--- src/rtl/laser_receiver_pkg.sv ---
// Shared types and constants for the laser link receive path.
// State encodings, timer sizing helper and default timing values.
package laser_receiver_pkg;

  typedef enum logic [2:0] {
    ST_IDLE = 3'd0,
    ST_ARM  = 3'd1,
    ST_HIT  = 3'd2,
    ST_LOCK = 3'd3,
    ST_REL  = 3'd4
  } state_e;

  localparam int DEF_SYNC    = 2;
  localparam int DEF_MIN_ON  = 1000;
  localparam int DEF_MIN_OFF = 1000;
  localparam int DEF_LOCKOUT = 50_000_000;

  function automatic int tmr_w(
    input int a,
    input int b,
    input int c
  );
    int m;
    m = a;
    if (b > m) m = b;
    if (c > m) m = c;
    return $clog2(m + 1);
  endfunction

endpackage

--- src/rtl/laser_receiver_if.sv ---
// Sensor-side inputs and scoring-side outputs of the receiver.
// The scoring logic holds the master end, the receiver the slave end.
interface laser_receiver_if #(
  parameter int CNT_W = 8
);
  logic             sensor;
  logic             enable;
  logic             clr_count;
  logic             beam;
  logic             hit;
  logic             busy;
  logic [CNT_W-1:0] hit_count;

  modport master (
    output sensor, enable, clr_count,
    input  beam, hit, busy, hit_count
  );

  modport slave (
    input  sensor, enable, clr_count,
    output beam, hit, busy, hit_count
  );
endinterface

--- src/rtl/laser_receiver_sync.sv ---
// Sensor pin synchroniser with polarity correction.
// Flops hold the corrected level so reset always reads as beam absent.
module laser_receiver_sync #(
  parameter int SYNC_STAGES   = 2,
  parameter bit SENSOR_ACT_LO = 1'b0
) (
  input  logic clk,
  input  logic rst,
  input  logic sensor_i,
  output logic beam_o
);

  logic [SYNC_STAGES-1:0] sync_q, sync_d;

  always_comb begin
    sync_d = {sync_q[SYNC_STAGES-2:0], sensor_i ^ SENSOR_ACT_LO};
  end

  always_ff @(posedge clk) begin
    if (rst) sync_q <= '0;
    else     sync_q <= sync_d;
  end

  assign beam_o = sync_q[SYNC_STAGES-1];

endmodule

--- src/rtl/laser_receiver.sv ---
// Laser link receiver: qualifies a sustained beam into one hit,
// counts hits, then holds off through lockout and beam release.
module laser_receiver
  import laser_receiver_pkg::*;
#(
  parameter int SYNC_STAGES   = DEF_SYNC,
  parameter bit SENSOR_ACT_LO = 1'b0,
  parameter int MIN_ON        = DEF_MIN_ON,
  parameter int MIN_OFF       = DEF_MIN_OFF,
  parameter int LOCKOUT       = DEF_LOCKOUT,
  parameter int CNT_W         = 8
) (
  input logic              clk,
  input logic              rst,
  laser_receiver_if.slave  bus
);

  localparam int TW = tmr_w(MIN_ON, MIN_OFF, LOCKOUT);
  localparam logic [TW-1:0] T_ON  = TW'(MIN_ON - 1);
  localparam logic [TW-1:0] T_OFF = TW'(MIN_OFF - 1);
  localparam logic [TW-1:0] T_LCK = TW'(LOCKOUT - 1);
  localparam logic [TW-1:0] T_ONE = TW'(1);

  state_e           state_q, state_d;
  logic [TW-1:0]    tmr_q, tmr_d;
  logic             hit_q, hit_d;
  logic [CNT_W-1:0] cnt_q, cnt_d;
  logic             beam;
  logic             busy;
  logic             tmr_done;

  laser_receiver_sync #(
    .SYNC_STAGES   (SYNC_STAGES),
    .SENSOR_ACT_LO (SENSOR_ACT_LO)
  ) u_sync (
    .clk      (clk),
    .rst      (rst),
    .sensor_i (bus.sensor),
    .beam_o   (beam)
  );

  assign tmr_done = (tmr_q == '0);

  always_ff @(posedge clk) begin
    if (rst) begin
      state_q <= ST_IDLE;
      tmr_q   <= '0;
      hit_q   <= 1'b0;
      cnt_q   <= '0;
    end else begin
      state_q <= state_d;
      tmr_q   <= tmr_d;
      hit_q   <= hit_d;
      cnt_q   <= cnt_d;
    end
  end

  always_comb begin
    state_d = state_q;
    tmr_d   = tmr_q;
    if (!bus.enable) begin
      state_d = ST_IDLE;
      tmr_d   = '0;
    end else begin
      unique case (state_q)
        ST_IDLE: begin
          if (beam) begin
            state_d = ST_ARM;
            tmr_d   = T_ON;
          end
        end
        ST_ARM: begin
          if (!beam)         state_d = ST_IDLE;
          else if (tmr_done) state_d = ST_HIT;
          else               tmr_d   = tmr_q - T_ONE;
        end
        ST_HIT: begin
          state_d = ST_LOCK;
          tmr_d   = T_LCK;
        end
        ST_LOCK: begin
          if (tmr_done) begin
            state_d = ST_REL;
            tmr_d   = T_OFF;
          end else begin
            tmr_d = tmr_q - T_ONE;
          end
        end
        ST_REL: begin
          // any beam sample restarts the dark window
          if (beam)          tmr_d   = T_OFF;
          else if (tmr_done) state_d = ST_IDLE;
          else               tmr_d   = tmr_q - T_ONE;
        end
        default: begin
          state_d = ST_IDLE;
          tmr_d   = '0;
        end
      endcase
    end
  end

  always_comb begin
    busy  = (state_q == ST_LOCK) || (state_q == ST_REL);
    hit_d = (state_d == ST_HIT);
    cnt_d = cnt_q;
    if (bus.clr_count) begin
      cnt_d = '0;
    end else if (state_q == ST_HIT && bus.enable && !(&cnt_q)) begin
      cnt_d = cnt_q + CNT_W'(1);
    end
  end

  assign bus.beam      = beam;
  assign bus.hit       = hit_q;
  assign bus.busy      = busy;
  assign bus.hit_count = cnt_q;

endmodule

--- src/flat_wrapper.sv ---
// flat-port wrapper written by rule: the top's interface ports become plain ports
module laser_receiver_flat import laser_receiver_pkg::*;
#(
  parameter int SYNC_STAGES   = DEF_SYNC,
  parameter bit SENSOR_ACT_LO = 1'b0,
  parameter int MIN_ON        = DEF_MIN_ON,
  parameter int MIN_OFF       = DEF_MIN_OFF,
  parameter int LOCKOUT       = DEF_LOCKOUT,
  parameter int CNT_W         = 8
)
  (clk, rst, bus_sensor, bus_enable, bus_clr_count, bus_beam, bus_hit, bus_busy, bus_hit_count);
  laser_receiver_if #(.CNT_W(CNT_W)) bus_i ();
  input logic clk;
  input logic rst;
  input wire logic [$bits(bus_i.sensor)-1:0] bus_sensor;
  input wire logic [$bits(bus_i.enable)-1:0] bus_enable;
  input wire logic [$bits(bus_i.clr_count)-1:0] bus_clr_count;
  output wire logic [$bits(bus_i.beam)-1:0] bus_beam;
  output wire logic [$bits(bus_i.hit)-1:0] bus_hit;
  output wire logic [$bits(bus_i.busy)-1:0] bus_busy;
  output wire logic [$bits(bus_i.hit_count)-1:0] bus_hit_count;
  assign bus_i.sensor = bus_sensor;
  assign bus_i.enable = bus_enable;
  assign bus_i.clr_count = bus_clr_count;
  assign bus_beam = bus_i.beam;
  assign bus_hit = bus_i.hit;
  assign bus_busy = bus_i.busy;
  assign bus_hit_count = bus_i.hit_count;
  laser_receiver #(.SYNC_STAGES(SYNC_STAGES), .SENSOR_ACT_LO(SENSOR_ACT_LO), .MIN_ON(MIN_ON), .MIN_OFF(MIN_OFF), .LOCKOUT(LOCKOUT), .CNT_W(CNT_W)) u_core (.clk(clk), .rst(rst), .bus(bus_i));
endmodule
--- config.mk ---
export PLATFORM = sky130hd
export DESIGN_NAME = laser_receiver_flat
export DESIGN_NICKNAME = d
export VERILOG_FILES = /design/src/rtl/laser_receiver_pkg.sv /design/src/rtl/laser_receiver_if.sv /design/src/rtl/laser_receiver_sync.sv /design/src/rtl/laser_receiver.sv /design/src/flat_wrapper.sv
export SDC_FILE = /design/constraint.sdc
export NUM_CORES = 1
export LEC_CHECK = 0
export CAP_MARGIN = 20
export CORE_MARGIN = 1
export CORE_UTILIZATION = 45
export CTS_CLUSTER_DIAMETER = 50
export DETAILED_ROUTE_END_ITERATION = 10
export HOLD_SLACK_MARGIN = 0.02
export PLACE_DENSITY = 0.7
export SETUP_SLACK_MARGIN = 0.5
export SYNTH_ARGS = -nofsm -noshare
export SYNTH_HDL_FRONTEND = slang
export SYNTH_SLANG_ARGS = --single-unit
--- constraint.sdc ---
create_clock -name clk -period 3.6 [get_ports clk]
set_input_delay 0.36 -clock clk [delete_from_list [all_inputs] [get_ports clk]]
set_output_delay 0.36 -clock clk [all_outputs]
set_load 0.05 [all_outputs]
==> results_dict.tcl <==
set metrics [dict create \
    ff2ff_setup_slack_ns 0.66 \
    fin_worst_skew_ns 0.006727 \
    startpoint_type "flop" \
    dp_slack_ns 0.6953 \
    cp_max_fo 11 \
    cellLeakagePower_nw 1.041 \
    dr.pass1.iters 5 \
    clock-sinks 40 \
    area_delta_synth_final_pct 12.38 \
    hold_end "u_core.u_sync.sync_q[1]" \
    slowest_stage "or4_4" \
    synth_flop_cell "dfxtp_1" \
    mostFrequentLayoutCells "dfxtp_1, nor2_1, nand2_1, o21ai_0, nor3_1" \
    r2r_cells 12 \
    cts.hold.buffers_added 0 \
    ys_types 63 \
    setup_ws_ns 0.6617 \
    max-slew-margin-rel_pct 50.91 \
    hp-class "flop to flop" \
    cp.arrival_ns 3.12 \
    r2r_start "u_core.tmr_q[0]" \
    synth.avg_cell_area_um2 7.633 \
    drt_iter0_drc 166 \
    synth_cells 327 \
    clockBufferDepth 2 \
    cts_made_buffers 5 \
    crit_start "u_core.tmr_q[0]" \
    seq_area_frac_synth_pct 32.08 \
    finalSetupViolations 0 \
    regArea_um2 800.8 \
    grt_max_degree 21 \
    antenna_left 0 \
    avgRoutedWirePerCell_um 15.67 \
    cts.clk_slew.worst_paths_ns 0.08 \
    hold_depth 1 \
    worstSetupPathType "flop to flop" \
    final_common_cell "dfxtp_1" \
    die_h_um 76.48 \
    dpl.hpwl_um 4491 \
    via_per_inst 6.121 \
    place_congestion 0.9298 \
    maxSlewViolCount 0 \
    cts_tree "yes" \
    status "completed" \
    finalHoldViolCount 0 \
    postCtsSetupRepairBufs 0 \
    r2r_end "u_core.tmr_q[0]" \
    tns_ns 0 \
    ir_drop_uv 250.6 \
    synth_fp_nets 336 \
    final_nets 345 \
    n_antenna_cell 0 \
    dp.cells 399 \
    endpoint_kind "flop" \
    grt_util_all_layers_pct 22.77 \
    routed_wl_um 6363 \
    h-tree-depth 2 \
    fmax_ghz 0.3403 \
    max_stage_delay_ns 0.60 \
    grt_pass1_vias 2227 \
    root_buffer "clkbuf_8" \
    p_per_area_mw_per_mm2 367.4 \
    clk_latency_ns 0.29 \
    worstPathRequired_ns 3.79 \
    drive_gt1_share_pct 8.333 \
    tightest_slew_ns 0.7297 \
    finalNonFillerCells 406 \
    fin_crit_sh_pct 81.62 \
    vias 2485 \
    rsz0062_at_grt "false" \
    drc 0 \
    io_buffers 15 \
    ys_async_sr_fraction_pct 0 \
    synth-seq-cells 40 \
    multi_input_area_mm2 0.001582 \
    antenna_found_initial 0 \
    rows 26 \
    hold_start "u_core.u_sync.sync_q[0]" \
    die_area_mm2 0.005849 \
    fin_crit_ns 2.938 \
    gr-total-overflow 0 \
    worstPathCellList "inv_1 -> ha_1 -> or3b_2 -> or4_4 -> nor2_8 -> inv_2 -> ha_1 -> inv_1 -> o21ai_0 -> a22oi_1 -> o22a_1 -> nor2_1" \
    place_area_mm2 0.002676 \
    fill_cells 484 \
    core_mm2 0.005238 \
    yosysWarnings 0 \
    final_cell_area_mm2 0.002805 \
    synth_edf_count 0 \
    grt_pass1_wl_um 10690 \
    start_util_pct 47.66 \
    dieWidth_um 76.48 \
    io_pins 16 \
    synth_area_mm2 0.002496 \
    cts_resized 0 \
    max_cap_violations 0 \
]
-- cell usage after synthesis (6+ instances only) --
| cell | number | share of area [%] |
|---|---|---|
| nor4_1 | 12 | 3.0 |
| nand2b_1 | 6 | 1.5 |
| o21ai_0 | 22 | 4.4 |
| nand2_1 | 33 | 5.0 |
| nor2b_1 | 6 | 1.5 |
| nor2_1 | 36 | 5.4 |
| a21oi_1 | 18 | 3.6 |
| dfxtp_1 | 40 | 32 |
| nor3_1 | 19 | 3.8 |
| o211ai_1 | 6 | 1.8 |
| inv_1 | 6 | 0.90 |
| nand3_1 | 8 | 1.6 |
| clkbuf_1 | 10 | 1.5 |
| or3_1 | 9 | 2.3 |
-- per-stage QoR --
| stage | hold slack (ns) | power [mW] | util (%) |
|---|---|---|---|
| detailed placement | 0.4305 | 0.6011 | 51.10 |
| global placement | 0.4360 | 0.6009 | 51.10 |
| floorplan | 0.4138 | 0.5714 | - |
| global route | 0.4794 | 1.074 | 53.56 |
| finish | 0.4542 | 1.031 | 53.56 |
| CTS | 0.4554 | 1.034 | 53.56 |
-- registers in the layout, indices dropped and copies added (netlist names) --
| signal | count |
|---|---|
| u_core.state_q | 3 |
| u_core.bus.hit | 1 |
| u_core.bus.hit_count | 8 |
| u_core.tmr_q | 26 |
| u_core.u_sync.sync_q | 2 |
-- layout make-up --
type	count	area share (%)
Multi-Input combinational cell	263	56.38
Sequential cell	40	28.55
Timing Repair Buffer	19	6.423
Tap cell	70	3.122
Clock buffer	5	2.453
Clock inverter	2	2.141
Inverter	7	0.9367
-- per-layer routing --
metal,wire length (um),share of wire [%],up-vias,global-route usage (%)
met3,480,7.5,14,5.269
met2,2724,43,126,34.59
li1,-,-,1224,-
met4,124,1.9,0,8.269
met1,3033,48,1121,31.23
met5,0,0,-,0
-- kinds of logic (layout without fill, tap and decap cells) --
family / count (synthesis) / after routing / synth area share [%]
muxes: 3 / 3 / 1.303
adders and majority gates: 4 / 4 / 2.005
AOI/OAI and AO/OA: 86 / 86 / 22.21
DFF: 40 / 40 / 32.08
and+or+nand+nor: 161 / 161 / 34.69
xor gates and xnor gates: 9 / 9 / 3.158
buffers and inverters: 24 / 33 / 4.561
-- power by group --
part,internal [mW],switching [mW],total [mW]
clock network,0.273,0.163,0.436
logic,0.0485,0.0936,0.142
registers,0.446,0.00620,0.452
-- worst max-delay path: cells and delay by family (launching register included) --
kind | cells | cell delay [ns]
AOI/OAI and AO/OA | 3 | 0.40
adders and majority gates | 2 | 0.49
buffers and inverters | 3 | 0.31
DFF | 1 | 0.33
and+or+nand+nor | 4 | 1.29
-- how the worst max path moves through the flow --
stage	cells past startpoint	slack (ns)	to
finish	12	0.66	u_core.tmr_q[0]
global route	10	0.57	u_core.tmr_q[0]
CTS	12	0.68	u_core.tmr_q[0]
detailed placement	12	0.70	u_core.tmr_q[0]
global placement	12	0.78	u_core.tmr_q[0]
floorplan	14	0.79	u_core.tmr_q[0]
(Power assumes the default switching activity.)
